**src/rtl/button_click_decoder.sv**
```systemverilog
// Button click decoder.
// Groups debounced press pulses into single/double/triple click events. A click window stays
// open while presses keep arriving inside WINDOW_CYCLES. The event is offered on a
// valid/ready interface. Presses that arrive while an event is still pending are dropped and
// counted.

module button_click_decoder #(
  parameter logic [23:0] WINDOW_CYCLES = 24'd12500000,
  parameter int unsigned MAX_CLICKS    = 3
) (
  input  logic       clk,
  input  logic       rst,
  input  logic       press_i,
  input  logic       evt_ready,
  output logic       evt_valid,
  output logic [1:0] evt_clicks,
  output logic       busy,
  output logic [7:0] drop_cnt
);

  typedef enum logic [1:0] {
    StIdle,
    StCount,
    StHold
  } state_e;

  localparam logic [1:0]  MaxClicks = 2'(MAX_CLICKS);
  localparam logic [23:0] TimerLast = WINDOW_CYCLES - 24'd1;

  state_e      state_q, state_d;
  logic [23:0] timer_q, timer_d;
  logic [1:0]  clicks_q, clicks_d;
  logic [7:0]  drop_q, drop_d;
  logic [1:0]  clicks_inc;

  assign clicks_inc = clicks_q + 2'd1;

  // State registers. Reset is synchronous and overrides any press or handshake.
  always_ff @(posedge clk) begin
    if (rst) begin
      state_q  <= StIdle;
      timer_q  <= '0;
      clicks_q <= '0;
      drop_q   <= '0;
    end else begin
      state_q  <= state_d;
      timer_q  <= timer_d;
      clicks_q <= clicks_d;
      drop_q   <= drop_d;
    end
  end

  // Next-state logic: window timing, click counting, event hand-off and drop counting.
  always_comb begin
    state_d  = state_q;
    timer_d  = timer_q;
    clicks_d = clicks_q;
    drop_d   = drop_q;

    unique case (state_q)
      StIdle: begin
        if (press_i) begin
          clicks_d = 2'd1;
          timer_d  = '0;
          // With a one-click limit, the first press is already a complete event.
          state_d  = (MaxClicks == 2'd1) ? StHold : StCount;
        end
      end

      StCount: begin
        if (press_i) begin
          // A press takes priority over a coincident timeout and restarts the window.
          clicks_d = clicks_inc;
          timer_d  = '0;
          if (clicks_inc == MaxClicks) begin
            state_d = StHold;
          end
        end else if (timer_q == TimerLast) begin
          timer_d = '0;
          state_d = StHold;
        end else begin
          timer_d = timer_q + 24'd1;
        end
      end

      StHold: begin
        // Presses during a pending event, including the handshake cycle, are discarded.
        if (press_i && (drop_q != 8'hFF)) begin
          drop_d = drop_q + 8'd1;
        end
        if (evt_ready) begin
          state_d  = StIdle;
          clicks_d = '0;
          timer_d  = '0;
        end
      end

      default: begin
        state_d  = StIdle;
        timer_d  = '0;
        clicks_d = '0;
      end
    endcase
  end

  // Outputs depend only on registered state, so evt_valid never depends on evt_ready.
  always_comb begin
    evt_valid  = (state_q == StHold);
    evt_clicks = evt_valid ? clicks_q : 2'd0;
    busy       = (state_q != StIdle);
    drop_cnt   = drop_q;
  end

endmodule

```
**config.mk**
```make
export PLATFORM = sky130hd
export DESIGN_NAME = button_click_decoder
export DESIGN_NICKNAME = d
export VERILOG_FILES = /design/src/rtl/button_click_decoder.sv
export SDC_FILE = /design/constraint.sdc
export NUM_CORES = 1
export LEC_CHECK = 0
export ABC_CLOCK_PERIOD_IN_PS = 5860
export BUFFER_PORTS_ARGS = -buffer_cell sky130_fd_sc_hd__clkbuf_2
export CORE_MARGIN = 1.5
export CORE_UTILIZATION = 40
export DETAILED_ROUTE_END_ITERATION = 8
export PLACE_DENSITY = 0.54
export SYNTH_ARGS = -nofsm -noshare
export SYNTH_HDL_FRONTEND = slang
export SYNTH_SLANG_ARGS = --single-unit
```
**constraint.sdc**
```tcl
create_clock -name clk -period 5.86 [get_ports clk]
set_clock_uncertainty 0.2 [all_clocks]
set_input_delay 0.586 -clock clk [delete_from_list [all_inputs] [get_ports clk]]
set_output_delay 0.586 -clock clk [all_outputs]
set_load 0.02 [all_outputs]
```
==> flow_summary.json <==
{
  "syn-instance-count": 216,
  "dp_worst_setup_slack_ns": 3.65,
  "cp-startpoint": "state_q[0]",
  "cp-start-kind": "flop",
  "vias": 1484,
  "cts_buffer_depth": 2,
  "whs_ns": 0.320,
  "ios": 16,
  "r2r_setup_slack_ns": 3.72,
  "synth_nets": 223,
  "path_clk_slew_ns": 0.08,
  "cts-htree-levels": 2,
  "synthArstFlopShare_pct": 0,
  "grt_pass1_wl_mm": 6.38,
  "rsz0062_at_grt": "false",
  "cp.required_ns": 5.07,
  "dieHeight_um": 72.7,
  "routed_via_density": 5.17,
  "syn_area_per_cell_um2": 8.98,
  "grt_pass1_vias": 1296,
  "fin_ws_ns": 3.61,
  "rows": 25,
  "dpl_cell_area_um2": 2040,
  "hpwl_mm": 2.57,
  "die_w_um": 72.7,
  "gp_congestion": 0.751,
  "holdCritStartpoint": "timer_q[23]",
  "power_per_cell_area_nw_per_um2": 226,
  "power.leakage_nw": 0.748,
  "reg2reg_to": "timer_q[8]",
  "p_total_mw": 0.487,
  "layout.nets": 239,
  "fin_cells": 287,
  "cp.arrival_ns": 1.47,
  "finalCritPeriodShare_pct": 38.4,
  "synthFlopType": "dfxtp_1",
  "cts_made_buffers": 5,
  "crit_family": "flip-flops",
  "initial_core_util_pct": 41.4,
  "yosys_register_bits": 36,
  "dp.cells": 279,
  "syn_area_um2": 1940,
  "grt_max_degree": 19,
  "ys_seq_area_share_pct": 37.1,
  "hold-path-endpoint": "timer_q[23]",
  "maxSlewViolCount": 0,
  "fin_area_um2": 2150,
  "max_freq_mhz": 444,
  "slowest_stage": "dfxtp_1",
  "cp-end-kind": "output port",
  "clock_latency_ns": 0.29,
  "hold_buffers": 0,
  "drc": 0,
  "ir_worst_vdd_mv": 0.163,
  "slowest_delay_ns": 0.58,
  "critical_path_buf_inv_count": 1,
  "grt_overflow": 0,
  "tns_ns": 0,
  "final.min_clock_period_ns": 2.25,
  "setup_viol": 0,
  "cts_tree": "yes",
  "diodes": 0,
  "io_buffer_count": 15,
  "track_usage_pct": 15.6,
  "slew_headroom_pct": 60.6,
  "post-route-util_pct": 45.9,
  "synth-edff-count": 0,
  "worstReg2RegStart": "timer_q[1]",
  "crit_chain": "and2b_1, and2_1, clkbuf_2",
  "yosys_warnings": 0,
  "area_delta_synth_final_pct": 11.0,
  "drt-pass1-iter-count": 4,
  "worst_slew_pin_slew_ns": 0.587,
  "core_area_um2": 4690,
  "post_cts_resized": 0,
  "post_cts_buffers": 0,
  "cts.sinks": 36,
  "hold_viol": 0,
  "grt_antenna_before_repair": 0,
  "die_area_um2": 5280,
  "worstPathMaxFanout": 10,
  "final_layout_size_suffix_gt1_share_pct": 22.3,
  "ys_types": 46,
  "cts_root_buf": "clkbuf_8",
  "hold_path_class": "flop to flop",
  "crit_type": "flop to output port",
  "whs_path_depth": 2,
  "status": "finished clean",
  "reg2reg_depth": 6,
  "finalWirelength_mm": 3.70,
  "drtAntennaViolNets": 0,
  "drtIter0Drc": 45,
  "avgRoutedWirePerCell_um": 12.9,
  "maxCapViolCount": 0
}
[area by class of cell]
| cell class | instances | area, um2 |
|---|---|---|
| Fill cell | 486 | 2540 |
| Multi-Input combinational cell | 166 | 1150 |
| Sequential cell | 36 | 721 |
| Timing Repair Buffer | 15 | 75.1 |
| Clock buffer | 5 | 68.8 |
| Tap cell | 54 | 67.6 |
| Clock inverter | 3 | 42.5 |
| Inverter | 8 | 30.0 |
[layer usage]
metal	GRT usage [%]	part of all wire, %	wire [um]	vias to the layer above
met4	6.08	1.5	54	0
met1	23.4	55	2040	674
li1	-	-	-	788
met2	20.6	40	1490	16
met5	0	0	0	-
met3	4.56	3.1	113	6
[worst min-delay path, cell delays in order (launching register included)]
cell,delay (ns)
dfxtp_1,0.34
xnor2_1,0.08
nor2_2,0.07
[worst max-delay path by stage]
stage / end / slack, ns / depth (start not counted)
CTS: evt_clicks[1] / 3.60 / 3
global placement: timer_q[21] / 3.66 / 6
finish: evt_clicks[1] / 3.61 / 3
global route: evt_clicks[1] / 3.51 / 3
detailed placement: timer_q[19] / 3.65 / 6
floorplan: timer_q[22] / 3.99 / 6
[kinds of logic after synthesis]
logic type,Yosys count,share of synthesized area (%)
multiplexers,3,1.81
XOR/XNOR,23,10.4
AND/OR/NAND/NOR,114,34.5
buffers and inverters,14,3.61
adder cells (fa/ha/maj),3,1.93
AO/OA/AOI/OAI,23,10.6
flip-flops,36,37.1
[state kept, by name, indices dropped and copies added (netlist names)]
signal / flops
state_q: 2
drop_cnt: 8
timer_q: 24
clicks_q: 2
[power by group]
part / switching [mW] / internal, mW / total, mW
clock: 0.0921 / 0.126 / 0.218
combinational: 0.0136 / 0.00664 / 0.0203
sequential: 0.00252 / 0.246 / 0.249
[cells in the mapped netlist, types with 2 or more instances]
master / instances / area, um2
mux2i_1: 2 / 20.0
nand4_2: 3 / 37.5
clkbuf_1: 2 / 7.51
and3_2: 4 / 30.0
nor2_1: 29 / 109
buf_6: 2 / 22.5
inv_1: 8 / 30.0
and2_1: 3 / 18.8
ha_1: 3 / 37.5
nor4_1: 6 / 37.5
nor4b_1: 4 / 35.0
dfxtp_1: 36 / 721
buf_2: 2 / 10.0
nand4_1: 3 / 18.8
or3_1: 2 / 12.5
nor3_1: 12 / 60.1
nand2_1: 13 / 48.8
a22oi_1: 5 / 37.5
nor2_2: 9 / 56.3
nand3b_1: 2 / 15.0
a21oi_1: 7 / 35.0
o21ai_0: 3 / 15.0
nand3_1: 12 / 60.1
xnor2_1: 22 / 193
[placed cells by master (no fill, tap or decap), types with 2 or more instances in the layout]
| cell | instances |
|---|---|
| inv_1 | 8 |
| ha_1 | 3 |
| nand3b_1 | 2 |
| nor4b_1 | 4 |
| nand2_1 | 13 |
| nand3_1 | 12 |
| clkbuf_8 | 5 |
| or3_1 | 2 |
| nand4_1 | 3 |
| o21ai_0 | 3 |
| and2_1 | 3 |
| nor3_1 | 12 |
| nor4_1 | 6 |
| a22oi_1 | 5 |
| xnor2_1 | 22 |
| a21oi_1 | 7 |
| nand4_2 | 3 |
| dfxtp_1 | 36 |
| mux2i_1 | 2 |
| nor2_1 | 29 |
| nor2_2 | 9 |
| clkbuf_2 | 15 |
| and3_2 | 4 |
Power figures use the tool's default switching activity.
